## config.mk

```make
export PLATFORM = sky130hd
export DESIGN_NAME = mem_ctrl_flat
export DESIGN_NICKNAME = d
export VERILOG_FILES = /design/src/rtl/mem_ctrl_if.sv /design/src/rtl/mem_ctrl.sv /design/src/flat_wrapper.sv
export SDC_FILE = /design/constraint.sdc
export NUM_CORES = 1
export LEC_CHECK = 0
export CAP_MARGIN = 20
export CORE_MARGIN = 2
export CORE_UTILIZATION = 38
export CTS_CLUSTER_SIZE = 14
export DETAILED_ROUTE_END_ITERATION = 8
export PLACE_DENSITY = 0.62
export SYNTH_ARGS = -nofsm -noshare
export SYNTH_HDL_FRONTEND = slang
export SYNTH_SLANG_ARGS = --single-unit
export TNS_END_PERCENT = 100
```

## constraint.sdc

```tcl
create_clock -name clk -period 2.95 [get_ports clk]
set_input_delay 0.295 -clock clk [delete_from_list [all_inputs] [get_ports clk]]
set_output_delay 0.295 -clock clk [all_outputs]
set_load 0.01 [all_outputs]
```

## src/rtl/mem_ctrl_if.sv

```systemverilog
// Request/response bundle between the pipeline (IF and MEM stages), the
// memory controller and its byte-wide RAM port. Signal names match the
// controller's documented port list.
interface mem_ctrl_if;
  // instruction-fetch side
  logic        if_enable_in;
  logic [31:0] if_addr_in;
  logic        flush_in;
  logic [31:0] inst_out;
  logic        inst_done_out;
  logic        busy_if_out;
  // load/store side
  logic        mem_enable_in;
  logic        mem_wr_in;
  logic [31:0] mem_addr_in;
  logic [1:0]  mem_len_in;
  logic [31:0] mem_wdata_in;
  logic [31:0] mem_rdata_out;
  logic        mem_done_out;
  logic        busy_mem_out;
  // byte-wide RAM port
  logic [7:0]  ram_din;
  logic [7:0]  ram_dout;
  logic [31:0] ram_a;
  logic        ram_wr;

  // The controller's view.
  modport slave (
    input  if_enable_in, if_addr_in, flush_in,
    input  mem_enable_in, mem_wr_in, mem_addr_in, mem_len_in, mem_wdata_in,
    input  ram_din,
    output inst_out, inst_done_out, busy_if_out,
    output mem_rdata_out, mem_done_out, busy_mem_out,
    output ram_dout, ram_a, ram_wr
  );

  // The pipeline/RAM environment's view.
  modport master (
    output if_enable_in, if_addr_in, flush_in,
    output mem_enable_in, mem_wr_in, mem_addr_in, mem_len_in, mem_wdata_in,
    output ram_din,
    input  inst_out, inst_done_out, busy_if_out,
    input  mem_rdata_out, mem_done_out, busy_mem_out,
    input  ram_dout, ram_a, ram_wr
  );
endinterface

```

## src/rtl/mem_ctrl.sv

```systemverilog
// Byte-serial memory controller: arbitrates instruction fetches and
// load/stores onto a byte-wide RAM with 1-cycle read latency. Loads/fetches
// of N bytes complete N+1 cycles after acceptance, stores likewise; every
// output is a flop.
module mem_ctrl (
  input  logic      clk,
  input  logic      rst,
  mem_ctrl_if.slave bus
);

  typedef enum logic [1:0] {
    IDLE   = 2'd0,
    IF_RD  = 2'd1,
    MEM_RD = 2'd2,
    MEM_WR = 2'd3
  } state_e;

  state_e          state_q, state_d;
  logic [2:0]      cnt_q, cnt_d;        // next byte index; reads land in lane cnt-1
  logic [2:0]      nbytes_q, nbytes_d;  // transfer size in bytes (1, 2 or 4)
  logic [31:0]     addr_q, addr_d;
  logic [31:0]     wdata_q, wdata_d;
  logic [3:0][7:0] buf_q, buf_d;        // read assembly buffer, lane 0 = lowest byte

  logic [31:0]     ram_a_q, ram_a_d;
  logic [7:0]      ram_dout_q, ram_dout_d;
  logic            ram_wr_q, ram_wr_d;
  logic [31:0]     inst_q, inst_d;
  logic            inst_done_q, inst_done_d;
  logic [31:0]     rdata_q, rdata_d;
  logic            mem_done_q, mem_done_d;
  logic            busy_if_q, busy_if_d;
  logic            busy_mem_q, busy_mem_d;

  logic [1:0]      rd_lane;
  logic [31:0]     next_addr;

  // cnt runs 1..4 while busy; the 2-bit subtraction maps 4 back onto lane 3.
  assign rd_lane   = cnt_q[1:0] - 2'd1;
  assign next_addr = addr_q + {29'd0, cnt_q};

  function automatic logic [2:0] len_to_bytes(input logic [1:0] len);
    case (len)
      2'd0:    return 3'd1;
      2'd1:    return 3'd2;
      default: return 3'd4;
    endcase
  endfunction

  // Next-state, datapath and next-output logic.
  always_comb begin
    // NOTE: every variable written here gets a default first, so no path
    // through the case can leave one unassigned and infer a latch.
    state_d     = state_q;
    cnt_d       = cnt_q;
    nbytes_d    = nbytes_q;
    addr_d      = addr_q;
    wdata_d     = wdata_q;
    buf_d       = buf_q;
    ram_a_d     = ram_a_q;
    ram_dout_d  = ram_dout_q;
    ram_wr_d    = 1'b0;
    inst_d      = inst_q;
    inst_done_d = 1'b0;
    rdata_d     = rdata_q;
    mem_done_d  = 1'b0;

    case (state_q)
      IDLE: begin
        // MEM has priority; a requester that just got its done pulse is not
        // re-accepted in that same cycle.
        if (bus.mem_enable_in && !mem_done_q) begin
          addr_d   = bus.mem_addr_in;
          nbytes_d = len_to_bytes(bus.mem_len_in);
          wdata_d  = bus.mem_wdata_in;
          buf_d    = '0;
          cnt_d    = 3'd1;
          ram_a_d  = bus.mem_addr_in;
          if (bus.mem_wr_in) begin
            state_d    = MEM_WR;
            ram_wr_d   = 1'b1;
            ram_dout_d = bus.mem_wdata_in[7:0];
          end else begin
            state_d = MEM_RD;
          end
        end else if (bus.if_enable_in && !bus.flush_in && !inst_done_q) begin
          addr_d   = bus.if_addr_in;
          nbytes_d = 3'd4;
          buf_d    = '0;
          cnt_d    = 3'd1;
          ram_a_d  = bus.if_addr_in;
          state_d  = IF_RD;
        end
      end

      IF_RD, MEM_RD: begin
        if (state_q == IF_RD && bus.flush_in) begin
          // Taken branch: drop the fetch silently.
          state_d = IDLE;
          cnt_d   = 3'd0;
        end else begin
          buf_d[rd_lane] = bus.ram_din;
          if (cnt_q == nbytes_q) begin
            state_d = IDLE;
            cnt_d   = 3'd0;
            if (state_q == IF_RD) begin
              inst_d      = buf_d;
              inst_done_d = 1'b1;
            end else begin
              rdata_d    = buf_d;
              mem_done_d = 1'b1;
            end
          end else begin
            ram_a_d = next_addr;
            cnt_d   = cnt_q + 3'd1;
          end
        end
      end

      MEM_WR: begin
        if (cnt_q == nbytes_q) begin
          state_d    = IDLE;
          cnt_d      = 3'd0;
          mem_done_d = 1'b1;
        end else begin
          ram_wr_d   = 1'b1;
          ram_a_d    = next_addr;
          ram_dout_d = wdata_q[{cnt_q[1:0], 3'b000} +: 8];
          cnt_d      = cnt_q + 3'd1;
        end
      end

      default: state_d = IDLE;
    endcase

    busy_if_d  = (state_d == IF_RD);
    busy_mem_d = (state_d == MEM_RD) || (state_d == MEM_WR);
  end

  // State and output registers with synchronous reset.
  always_ff @(posedge clk) begin
    // NOTE: sequential state uses non-blocking assignments so every flop
    // samples the pre-edge values regardless of statement order.
    if (rst) begin
      state_q     <= IDLE;
      cnt_q       <= '0;
      nbytes_q    <= '0;
      addr_q      <= '0;
      wdata_q     <= '0;
      buf_q       <= '0;
      ram_a_q     <= '0;
      ram_dout_q  <= '0;
      ram_wr_q    <= 1'b0;
      inst_q      <= '0;
      inst_done_q <= 1'b0;
      rdata_q     <= '0;
      mem_done_q  <= 1'b0;
      busy_if_q   <= 1'b0;
      busy_mem_q  <= 1'b0;
    end else begin
      state_q     <= state_d;
      cnt_q       <= cnt_d;
      nbytes_q    <= nbytes_d;
      addr_q      <= addr_d;
      wdata_q     <= wdata_d;
      buf_q       <= buf_d;
      ram_a_q     <= ram_a_d;
      ram_dout_q  <= ram_dout_d;
      ram_wr_q    <= ram_wr_d;
      inst_q      <= inst_d;
      inst_done_q <= inst_done_d;
      rdata_q     <= rdata_d;
      mem_done_q  <= mem_done_d;
      busy_if_q   <= busy_if_d;
      busy_mem_q  <= busy_mem_d;
    end
  end

  assign bus.ram_a         = ram_a_q;
  assign bus.ram_dout      = ram_dout_q;
  assign bus.ram_wr        = ram_wr_q;
  assign bus.inst_out      = inst_q;
  assign bus.inst_done_out = inst_done_q;
  assign bus.busy_if_out   = busy_if_q;
  assign bus.mem_rdata_out = rdata_q;
  assign bus.mem_done_out  = mem_done_q;
  assign bus.busy_mem_out  = busy_mem_q;

endmodule

```

## src/flat_wrapper.sv

```systemverilog
// flat-port wrapper written by rule: the top's interface ports become plain ports
module mem_ctrl_flat 
  (clk, rst, bus_if_enable_in, bus_if_addr_in, bus_flush_in, bus_mem_enable_in, bus_mem_wr_in, bus_mem_addr_in, bus_mem_len_in, bus_mem_wdata_in, bus_ram_din, bus_inst_out, bus_inst_done_out, bus_busy_if_out, bus_mem_rdata_out, bus_mem_done_out, bus_busy_mem_out, bus_ram_dout, bus_ram_a, bus_ram_wr);
  mem_ctrl_if bus_i ();
  input  logic clk;
  input  logic rst;
  input wire logic [$bits(bus_i.if_enable_in)-1:0] bus_if_enable_in;
  input wire logic [$bits(bus_i.if_addr_in)-1:0] bus_if_addr_in;
  input wire logic [$bits(bus_i.flush_in)-1:0] bus_flush_in;
  input wire logic [$bits(bus_i.mem_enable_in)-1:0] bus_mem_enable_in;
  input wire logic [$bits(bus_i.mem_wr_in)-1:0] bus_mem_wr_in;
  input wire logic [$bits(bus_i.mem_addr_in)-1:0] bus_mem_addr_in;
  input wire logic [$bits(bus_i.mem_len_in)-1:0] bus_mem_len_in;
  input wire logic [$bits(bus_i.mem_wdata_in)-1:0] bus_mem_wdata_in;
  input wire logic [$bits(bus_i.ram_din)-1:0] bus_ram_din;
  output wire logic [$bits(bus_i.inst_out)-1:0] bus_inst_out;
  output wire logic [$bits(bus_i.inst_done_out)-1:0] bus_inst_done_out;
  output wire logic [$bits(bus_i.busy_if_out)-1:0] bus_busy_if_out;
  output wire logic [$bits(bus_i.mem_rdata_out)-1:0] bus_mem_rdata_out;
  output wire logic [$bits(bus_i.mem_done_out)-1:0] bus_mem_done_out;
  output wire logic [$bits(bus_i.busy_mem_out)-1:0] bus_busy_mem_out;
  output wire logic [$bits(bus_i.ram_dout)-1:0] bus_ram_dout;
  output wire logic [$bits(bus_i.ram_a)-1:0] bus_ram_a;
  output wire logic [$bits(bus_i.ram_wr)-1:0] bus_ram_wr;
  assign bus_i.if_enable_in = bus_if_enable_in;
  assign bus_i.if_addr_in = bus_if_addr_in;
  assign bus_i.flush_in = bus_flush_in;
  assign bus_i.mem_enable_in = bus_mem_enable_in;
  assign bus_i.mem_wr_in = bus_mem_wr_in;
  assign bus_i.mem_addr_in = bus_mem_addr_in;
  assign bus_i.mem_len_in = bus_mem_len_in;
  assign bus_i.mem_wdata_in = bus_mem_wdata_in;
  assign bus_i.ram_din = bus_ram_din;
  assign bus_inst_out = bus_i.inst_out;
  assign bus_inst_done_out = bus_i.inst_done_out;
  assign bus_busy_if_out = bus_i.busy_if_out;
  assign bus_mem_rdata_out = bus_i.mem_rdata_out;
  assign bus_mem_done_out = bus_i.mem_done_out;
  assign bus_busy_mem_out = bus_i.busy_mem_out;
  assign bus_ram_dout = bus_i.ram_dout;
  assign bus_ram_a = bus_i.ram_a;
  assign bus_ram_wr = bus_i.ram_wr;
  mem_ctrl u_core (.clk(clk), .rst(rst), .bus(bus_i));
endmodule
```

# Word level (Yosys, flattened, before mapping)
# Cells that the tools add are included.
# W data, S select, Z words.
[op_classes] addsub=3 n_mul=0 div_mod_pow=0 magnitude_cmp=2 eq_ne=13 shift=1 mux=40 bitwise=4 n_reduce_logical=23
[op_table] cell="$mux W32" count=7
[op_table] cell="$pmux W32 S3" count=1
[op_table] cell="$pmux W32 S2" count=1
[op_table] cell="$add A32 B3 Y32" count=1
[op_table] cell="$bwmux W32" count=1
[op_table] cell="$mux W8" count=4
[op_table] cell="$shiftx A32 B6 Y8" count=1
[op_table] cell="$mux W3" count=6
[op_table] cell="$demux W8 S2" count=1
[op_table] cell="$pmux W8 S2" count=1
[op_table] cell="$reduce_and A4 Y1" count=3
[op_table] cell="$mux W1" count=9
[op_table] cell="$pmux W3 S3" count=1
[op_table] cell="$eq A2 B2 Y1 const B" count=4
[op_table] cell="$mux W2" count=4
[op_table] cell="$eq A2 B1 Y1 const B" count=3
[op_table] cell="$ne A2 B2 Y1 const B" count=3
[op_table] cell="$pmux W2 S3" count=1
[op_table] cell="$pmux W3 S2" count=1
[op_table] cell="$reduce_and A2 Y1" count=3
[op_table] cell="$reduce_bool A2 Y1" count=3
[op_table] cell="$logic_and A1 B1 Y1" count=5
[op_table] cell="$logic_not A2 Y1" count=2
[op_table] cell="$not A1 Y1" count=4
[op_table] cell="13 further kinds" count=16
[totals] ff_bits=213 latch_bits=0 ram_bits=0 rom_bits=0 input_bits=112 n_memories=0

# Longest topological paths before layout
# Gate-level depths: netlist of run 1.
[depth] ltp_word=8 depth_mapped=9 depth_no_buf=7

# Worst setup path before layout of run 1
# No wires, ideal clock.
[synth_timing] path_kind="flip-flop to flip-flop" from="reg u_core.cnt_q[0]" to="reg u_core.ram_a_q[12], in the netlist u_core.bus.ram_a[12]" setup_time_ps=67 t_arrival_ps=2255 required_time_ps=2883 setup_slack_ps=628 path_stages_with_launch=9 n_path_buf=1 period_less_slack_ps=2322 cell_sequence="dfxtp_1 -> ha_1 -> fa_1 -> a21oi_1 -> or4_1 -> buf_2 -> or3_1 -> a211o_1 -> a21oi_2"
[synth_via] elab_chain_cells=4
[synth_lines] item="from (decl)" line="mem_ctrl.sv:19" text="logic [2:0] cnt_q, cnt_d;"
[synth_lines] item="from (signal assigned)" line="mem_ctrl.sv:162" text="cnt_q <= cnt_d;"
[synth_lines] item="$add A32 B3 Y32 or $eq A3 B3 Y1 (tied branches)" line="mem_ctrl.sv:40, mem_ctrl.sv:103, mem_ctrl.sv:121"
[synth_lines] item="$mux W32 *" line="mem_ctrl.sv:103, mem_ctrl.sv:121"
[synth_lines] item="$mux W32" line="mem_ctrl.sv:97" text="if (state_q == IF_RD && bus.flush_in) begin"
[synth_lines] item="$pmux W32 S3 *" line="mem_ctrl.sv:68" text="case (state_q)"
[synth_lines] item="to (signal assigned)" line="mem_ctrl.sv:167" text="ram_a_q <= ram_a_d;"
[synth_lines] item="to (decl)" line="mem_ctrl.sv:25" text="logic [31:0] ram_a_q, ram_a_d;"
# Every way passes the cells marked *; elsewhere a longest branch is shown, timed or not. The select of a mux whose other input is x is not followed.
# A chain may end at the register's enable or synchronous reset.

# Final worst setup path of run 1
[layout_timing] from="reg u_core.addr_q[0]" to="reg u_core.ram_a_q[12], in the netlist u_core.bus.ram_a[12]"
[layout_via] elab_chain_cells=4
[layout_lines] item="from (decl)" line="mem_ctrl.sv:21" text="logic [31:0] addr_q, addr_d;"
[layout_lines] item="from (signal assigned)" line="mem_ctrl.sv:164" text="addr_q <= addr_d;"
[layout_lines] item="$add A32 B3 Y32 *" line="mem_ctrl.sv:40" text="assign next_addr = addr_q + {29'd0, cnt_q};"
[layout_lines] item="$mux W32 *" line="mem_ctrl.sv:103, mem_ctrl.sv:121"
[layout_lines] item="$mux W32" line="mem_ctrl.sv:97"
[layout_lines] item="$pmux W32 S3 *" line="mem_ctrl.sv:68"
# Marked as above.

==> results of run 1 <==
==> registers in the layout (all words and copies together), names as in the netlist <==
name,flops
u_core.bus.busy_if_out,1
u_core.bus.ram_a,32
u_core.nbytes_q,3
u_core.bus.inst_done_out,1
u_core.bus.busy_mem_out,1
u_core.state_q,2
u_core.bus.mem_rdata_out,32
u_core.bus.inst_out,32
u_core.cnt_q,3
u_core.wdata_q,32
u_core.bus.mem_done_out,1
u_core.bus.ram_wr,1
u_core.addr_q,32
u_core.buf_q,32
u_core.bus.ram_dout,8
==> cell families after synthesis <==
logic type | Yosys count
and+or+nand+nor | 364
AOI/OAI and AO/OA | 278
DFF | 213
buffers and inverters | 112
muxes | 88
xor gates and xnor gates | 18
adders and majority gates | 13
==> layout make-up <==
class | count | area (um^2)
timing repair buffer | 242 | 2430
inverter | 13 | 48.8
clock inverter | 7 | 110
sequential | 213 | 4260
fill | 2346 | 12100
clock buffer | 34 | 729
multi-input combinational | 761 | 4870
tap | 330 | 413
==> layer usage <==
| metal | wire length [um] | vias up |
|---|---|---|
| met2 | 12000 | 195 |
| met1 | 12400 | 3957 |
| met5 | 0 | - |
| met3 | 1530 | 26 |
| met4 | 338 | 0 |
| li1 | - | 4233 |
==> how the worst max path moves through the flow <==
stage	start	end
floorplan	u_core.cnt_q[0]	u_core.bus.ram_a[12]
global placement	u_core.addr_q[0]	u_core.bus.ram_a[12]
detailed placement	u_core.addr_q[0]	u_core.bus.ram_a[26]
CTS	u_core.addr_q[0]	u_core.bus.ram_a[12]
global route	u_core.addr_q[0]	u_core.bus.ram_a[20]
finish	u_core.addr_q[0]	u_core.bus.ram_a[12]
==> power by group <==
part / internal, mW / leakage, nW / total (mW) / switching, mW
clock network: 1.97 / 0.419 / 3.13 / 1.16
registers: 3.19 / 1.74 / 3.42 / 0.232
logic: 0.933 / 2.47 / 1.97 / 1.03
total: 6.09 / 4.63 / 8.52 / 2.43
==> cells in the final DEF (no fill, tap or decap), types with 4 or more instances in the layout <==
cell             netlist  layout
nand2_1              115     115
a21o_1                 5       5
buf_12                 0       5
clkinv_2               0       4
nor4_1                11      11
or3_1                  6       6
mux2i_1               75      75
dfxtp_1              213     213
clkbuf_16              0      25
inv_1                 13      13
nand3_1               13      13
a211oi_1             109     109
mux4_2                 8       8
nand4b_1               4       4
o21ai_1                8       8
clkdlybuf4s50_1        0     219
o211ai_1              13      13
nor2_1               163     162
clkbuf_8               0       7
and4_1                 4       4
a22oi_1               35      35
nand4_1                5       5
o31a_1                 4       4
ha_1                  12      11
o31ai_1                4       4
xnor2_1                7       7
buf_4                  0      17
a21oi_1               70      69
mux2_1                 4       4
o311ai_1               7       7
xor2_1                11      11
nor2b_1                7       6
and3_1                 4       4
nor3_1                16      16
==> impl_metrics.toml, run 1 <==
[routing]
vias = 8411
drt_wl_total_mm = 26.3
post-route-drc-count = 0
via_per_inst = 5.26
ant_nets = 0
dr.first_iter.drc_count = 457
first_pass_iters = 4
routedWlPerCell_um = 16.4

[logic_synthesis]
synthDominantAreaCellType = "dfxtp_1"
ys.flop_type = "dfxtp_1"
ys_ff_latch = 213
synthAdderAreaFrac = 0.0178
synthXorXnorAreaFrac = 0.0165
synth-compound-area-share = 0.201
synth_warnings = 0
async_flop_share = 0
postSynthAreaPerCell_um2 = 8.80
synth.area.mux_share = 0.103
syn-cell-area_um2 = 9560
synth.top_cell.area_share = 0.446
synth_edf_count = 0
syn_nets = 1211
synthSimpleGateAreaFrac = 0.168
yosysMostFrequentCell = "dfxtp_1"
netlist_top_cells_count = "213 x dfxtp_1, 163 x nor2_1, 115 x nand2_1"
synth_top_family_by_area = "compound AO/OA/AOI/OAI gates"
yosys-top-cells-area = "dfxtp_1 45%, a211oi_1 8.6%, mux2i_1 7.9%"
ys_seq_area_frac = 0.446
ys_types = 59
synthCells = 1086

[power]
vdd_drop_max_mv = 0.360
totalPowerFinal_mw = 8.52
p_leak_nw = 4.63
power_density_nw_per_um2 = 662

[critical_path]
path_delay_family = "simple AND/OR/NAND/NOR gates"
critPathLaunchType = "register"
reg2reg_to = "u_core.bus.ram_a[12]"
crit_path_end_kind = "register"
reg2reg_slack_ns = 0.33
path_buf_inv = 0
cp_cell_sequence = "ha_1 > fa_1 > a21oi_1 > or4_1 > or3_1 > a211o_1 > a21oi_2"
worst-setup-path-type = "register to register"
crit_path_max_fanout = 15
cp.arrival_ns = 3.07
cp_data_required_time_ns = 3.40
worstReg2RegStart = "u_core.addr_q[0]"
crit_path_top_delay_cell = "or4_1"
worstRegToRegCells = 7
max_stage_delay_ns = 0.83
cp.depth = 7

[die]
rows = 58
core_um2 = 25000
io_pins = 221
fp.dieH_um = 163
initial_core_util = 0.383
fp.dieW_um = 163
fp.dieArea_um2 = 26400

[sta]
rsz0062_at_grt = "false"
finalCriticalPeriod_ns = 2.62
fmax_ghz = 0.382
slew_viol_final = 0
fin_crit_sh = 0.888
setup_viol = 0
skew_ns = 0.0106
worstMarginPinSlew_ns = 0.615
slew_headroom = 0.590
setup_tns_ns = 0
holdWs_ns = 0.188
final_hold_viol_count = 0
worst_slack_ns = 0.331

[cts]
postCtsSetupRepairBufs = 0
cts_made_buffers = 24
ctsResizeCount = 0
clk_pin_slew_worst_paths_ns = 0.06
cts.hold.buffers_added = 0
htreeDepth = 1
clk_path_buf_depth = 3
clk_latency_ns = 0.51
cts_root_buf = "clkbuf_16"
cts_tree = "done"
clock-sinks = 213

[place]
dpl_worst_slack_ns = 0.336
io_buffers = 220
dpl.cell_count = 1559
place_congestion = 0.794
hpwl_mm = 18.3
placed_area_um2 = 12000

[grt]
antenna_found_initial = 0
grt_pass1_vias = 7790
grt_most_used_layer = "met2"
grtUsageTotal = 0.194
grt_use_met1 = 0.275
overflow = 0
grt_first_pass_wirelength_mm = 42.1
met3_usage = 0.0326
grt_max_degree = 88
use_met2 = 0.315

[min_path]
hp-class = "input pin to register"
hold_end = "u_core.bus.ram_a[12]"
hold_start = "rst"
whs_path_depth = 2

[cells_and_area]
final_cell_area_um2 = 12900
syn_to_final_growth_pct = 34.7
final_cells = 1600
layout-drive-gt1-share = 0.0661
finalCoreUtilization = 0.516
finalNetCount = 1380
n_antenna_cell = 0

[job]
max_cap_violations = 0

[outcome]
status = "complete, no violations"
No activity file was read; power rests on OpenSTA's default activity.
==> run 2, diff against run 1 <==
- ABC_AREA: default -> 1
- DONT_BUFFER_PORTS: default -> 1
- PLACE_DENSITY: 0.62 -> 0.51
- clock period: 2.95 -> 3 ns (I/O delays scaled with it)
==> run 2 against run 1 <==
Net effect: cell count up 8.4%; maximum frequency down 1.2%; clock skew down 0.00067 ns; first-iteration DRC count down 2.8%; die area up 5.2%; core utilization down 7.5 points; non-clock buffer count down 185.
==> impl_metrics.toml, run 2 <==
[logic_synthesis]
ys_ff_latch = 213
async_flop_share = 0
netlist_top_cells_count = "302 x nand2_1, 213 x dfxtp_1, 188 x a21oi_1"
synthDominantAreaCellType = "dfxtp_1"
yosysMostFrequentCell = "nand2_1"
synth_edf_count = 0
syn-cell-area_um2 = 10100
yosys-top-cells-area = "dfxtp_1 42%, nand2_1 11%, a21oi_1 9.3%"
synth_warnings = 0
syn_nets = 1507
ys_seq_area_frac = 0.424
ys_types = 43
postSynthAreaPerCell_um2 = 7.29
synth.top_cell.area_share = 0.424
ys.flop_type = "dfxtp_1"
synthCells = 1382

[cts]
clk_pin_slew_worst_paths_ns = 0.06
cts_made_buffers = 25
clock-sinks = 213
postCtsSetupRepairBufs = 0
clk_path_buf_depth = 3
cts_tree = "done"
cts_root_buf = "clkbuf_16"
htreeDepth = 1
clk_latency_ns = 0.53

[place]
placed_area_um2 = 10200
dpl_worst_slack_ns = 0.656
hpwl_mm = 19.6
io_buffers = 0
place_congestion = 0.880

[cells_and_area]
mostFrequentLayoutCell = "nand2_1"
layout-drive-gt1-share = 0.0921
finalCoreUtilization = 0.441
syn_to_final_growth_pct = 14.1
layout_common_cells = "302 x nand2_1, 213 x dfxtp_1, 188 x a21oi_1, 131 x nor2_1, 121 x o21ai_0"
finalNetCount = 1507
final_cell_area_um2 = 11500
n_antenna_cell = 0

[routing]
first_pass_iters = 5
routedWlPerCell_um = 16.5
via_per_inst = 5.01
ant_nets = 0
dr.first_iter.drc_count = 444
drt_wl_total_mm = 28.7
vias = 8697
post-route-drc-count = 0

[sta]
slew_viol_final = 0
final_hold_viol_count = 0
worstMarginPinSlew_ns = 0.874
worst_slack_ns = 0.349
fin_crit_sh = 0.884
skew_ns = 0.00991
finalCriticalPeriod_ns = 2.65
slew_headroom = 0.416
setup_viol = 0
fmax_ghz = 0.377
setup_tns_ns = 0
rsz0062_at_grt = "false"

[outcome]
status = "complete, no violations"

[critical_path]
crit_path_end_kind = "register"
cp_data_required_time_ns = 3.47
cp-startpoint = "u_core.state_q[0]"
crit_path_max_fanout = 47
cp.arrival_ns = 3.13
worst-setup-path-type = "register to register"
critPathLaunchType = "register"
worstReg2RegStart = "u_core.state_q[0]"

[die]
core_um2 = 26100
initial_core_util = 0.386
fp.dieH_um = 167
fp.dieArea_um2 = 27800
fp.dieW_um = 167
rows = 59
io_pins = 221

[grt]
grtUsageTotal = 0.201
antenna_found_initial = 0
grt_max_degree = 108
grt_pass1_vias = 8144
overflow = 0
grt_first_pass_wirelength_mm = 45.8

[power]
vdd_drop_max_mv = 0.410
p_leak_nw = 4.32
power_density_nw_per_um2 = 701

[job]
max_cap_violations = 0

[min_path]
hold_start = "bus_if_addr_in[11]"
hp-class = "input pin to register"
-- run 2: layer usage --
layer	GRT usage	vias up	wire, um
met1	0.287	3913	14000
li1	-	4519	-
met2	0.311	222	12300
met5	0	-	0
met4	0.0502	0	634
met3	0.0421	43	1740
-- run 2: path summary, 6_finish.rpt --
kind | end | slack, ns | cells past startpoint
setup / recovery | u_core.addr_q[1] | 0.35 | 9
hold / removal | u_core.addr_q[11] | 0.08 | 4
setup reg to reg | u_core.addr_q[1] | 0.35 | 9
hold reg to reg | u_core.buf_q[15] | 0.46 | 2
-- run 2: critical path, stage by stage (launching register included) --
cell and delay, ns:
dfxtp_1 0.34, inv_1 0.10, ha_1 0.31, buf_4 0.32, nand2_1 0.09, buf_4 0.21, inv_4 0.36, nor2_1 0.07
a311oi_1 0.21, dlygate4sd3_1 0.58
-- run 2: timing repair --
item | 4_1_cts | 5_1_grt
hold endpoints to repair | 124 | 0
resized for setup | 0 | 2
hold buffers | 44 | 0
setup endpoints to repair | 0 | 2
-- run 2: cells by family (layout without fill, tap and decap cells) --
logic type	count (synthesis)	in the layout	synth area share
and+or+nand+nor	504	504	0.205
adders and majority gates	13	13	0.0169
xor gates and xnor gates	16	16	0.0154
AOI/OAI and AO/OA	384	384	0.204
muxes	42	42	0.0457
DFF	213	213	0.424
buffers and inverters	210	228	0.0898
-- run 2: where the power goes --
group	internal [mW]	switching, mW
Clock	1.95	1.21
Combinational	0.491	0.914
Sequential	3.14	0.344
Total	5.58	2.47
-- run 2: per-stage QoR --
step                hold WS, ns  instances  total power [mW]
global route             0.0837       1735              8.49
global placement          0.390       1646              4.88
detailed placement        0.392       1646              4.89
floorplan                 0.430       1382              4.55
finish                   0.0778       1735              8.05
CTS                      0.0594       1735              8.16
-- run 2: final cells by class --
type	instances	area, um^2
Clock buffer	39	738
Clock inverter	6	120
Fill cell	2662	14600
Inverter	126	478
Multi-Input combinational cell	959	4900
Sequential cell	213	4260
Tap cell	335	419
Timing Repair Buffer	57	568
==> edit: new RTL, flow settings as in run 2 <==
The 4 states of `state_e` get a Gray code encoding in 2 bits.
--- a/src/rtl/mem_ctrl.sv
+++ b/src/rtl/mem_ctrl.sv
@@ -9,10 +9,10 @@
 );
 
   typedef enum logic [1:0] {
-    IDLE   = 2'd0,
-    IF_RD  = 2'd1,
-    MEM_RD = 2'd2,
-    MEM_WR = 2'd3
+    IDLE   = 2'b00,
+    IF_RD  = 2'b01,
+    MEM_RD = 2'b11,
+    MEM_WR = 2'b10
   } state_e;
 
   state_e          state_q, state_d;
Behaviour: same outputs for any inputs over 4 cycles, from zero or initial values and one cycle with rst high; so few cycles prove little.
==> edit against run 2 <==
  * Global-route usage rose by 2.0 points
  * Sequential cell count did not move
  * Setup slack improved by 0.0074 ns
  * Area after synthesis fell by 1.9%
  * Power fell by 5.7%
  * Final cell count fell by 1.4%
  * Critical path depth rose by 1
  * Design area fell by 3.0%
  * Routed wire length rose by 7.6%
  * Clock power fell by 8.9%
==> edit: results (changes against run 2) <==
grt_pass1_vias: 8285  # +1.7%
seq_area_frac_synth_pct: 43.2  # +0.84 points
critPathMaxFanout: 49  # +4.3%
vdd_drop_max_mv: 0.450  # +9.8%
status: "complete, no violations"
wire_per_inst_um: 18.0  # +9.1%
slew-limit-headroom_pct: 56.9  # +15 points
cts.hold.buffers_added: 35  # -20%
p_switching_uw: 2370  # -4.0%
grt_pass1_wl_um: 47400  # +3.5%
cts.clk_slew.worst_paths_ns: 0.06  # about the same
port_buffers: 0  # unchanged
min-delay-path-class: "in -> reg"
synth_top_area_share_pct: 43.2  # +0.84 points
first_pass_iters: 5  # unchanged
drt_first_iter_violations: 585  # +32%
worstRegToRegCells: 10  # +1
fin_skew_ns: 0.0124  # +0.00252 ns
grt_max_degree: 140  # +30%
vias: 8922  # +2.6%
ctsLongestPathBuffers: 3  # unchanged
synth_commonest_cells: "nand2_1 (341), dfxtp_1 (213), nor2_1 (176)"
grt_use_total_pct: 22.1  # +2.0 points
nNetsFinal: 1486  # -1.4%
gr-total-overflow: 0  # unchanged
ys_types: 37  # -14%
synthArstFlopShare_pct: 0  # unchanged
gp_congestion: 0.889  # +0.94%
worstPathArrival_ns: 3.09  # -0.04 ns
leakage_uw: 0.00418  # -3.1%
drive_gt1_share_pct: 7.97  # -1.2 points
place_hpwl_um: 20300  # +3.2%
yosysWarnings: 0  # unchanged
synth.area.top_cells: "dfxtp_1 (43%), nand2_1 (13%), a21oi_1 (8.5%)"
h-tree-depth: 1  # unchanged
==> edit: cell types whose count changed after synthesis, sizes merged, moves of 29 or more <==
cell	before	now
a21oi	197	168
inv	126	65
nand2	306	346
nand3	40	95
nor2	140	181
o21ai	156	112
==> edit: worst max-delay path, stage by stage (launching register included) <==
cell	delay, ns
dfxtp_1	0.39
nor2_4	0.14
inv_2	0.05
buf_4	0.22
nor2_4	0.35
inv_2	0.11
buf_4	0.29
nor2_1	0.25
nand2_1	0.08
dlygate4sd3_1	0.56
a21oi_1	0.11
==> edit: area by class of cell <==
class	count	area [um^2]
Inverter	65	249
Clock buffer	41	756
Clock inverter	1	8.76
Fill cell	2626	14200
Tap cell	330	413
Timing Repair Buffer	52	508
Sequential cell	213	4260
Multi-Input combinational cell	1008	4940
==> edit: path summary, 6_finish.rpt <==
| path | from | endpoint | slack, ns |
|---|---|---|---|
| setup / recovery | u_core.bus.mem_done_out | u_core.nbytes_q[0] | 0.36 |
| hold / removal | bus_mem_wdata_in[3] | u_core.bus.ram_dout[3] | 0.02 |
| setup reg to reg | u_core.bus.mem_done_out | u_core.nbytes_q[0] | 0.36 |
| hold reg to reg | u_core.wdata_q[29] | u_core.wdata_q[29] | 0.45 |
==> edit: power groups by stage <==
stage | Clock, uW | Sequential (uW) | Combinational, uW
2_1_floorplan | 0 | 3330 | 1060
3_3_place_gp | 0 | 3410 | 1300
3_5_place_dp | 0 | 3410 | 1300
4_1_cts | 2940 | 3350 | 1380
5_1_grt | 3070 | 3380 | 1560
6_report | 2880 | 3350 | 1370
==> edit: cells by family after synthesis <==
logic type	after synthesis	share of synthesized area [%]
and+or+nand+nor	632	26.1
AOI/OAI and AO/OA	303	16.1
DFF	213	43.2
buffers and inverters	154	6.79
muxes	48	5.27
xor gates and xnor gates	16	1.42
adders and majority gates	9	1.22
==> edit: per-layer routing <==
metal	track usage [%]	routed length, um	up-vias
met3	5.62	2620	28
li1	-	-	4495
met5	0	0	-
met4	4.47	435	0
met2	35.2	13800	251
met1	30.5	14000	4148
==> edit: per-stage QoR <==
stage | cell area [um^2] | cells | setup WS, ns | utilization [%]
4_1_cts | 11100 | 1710 | 0.327 | 44.0
3_5_place_dp | 10000 | 1633 | 0.741 | 39.5
3_3_place_gp | 10000 | 1633 | 0.750 | 39.5
6_report | 11100 | 1710 | 0.356 | 44.0
2_1_floorplan | 9870 | 1375 | 1.17 | -
5_1_grt | 11100 | 1710 | 0.128 | 44.0
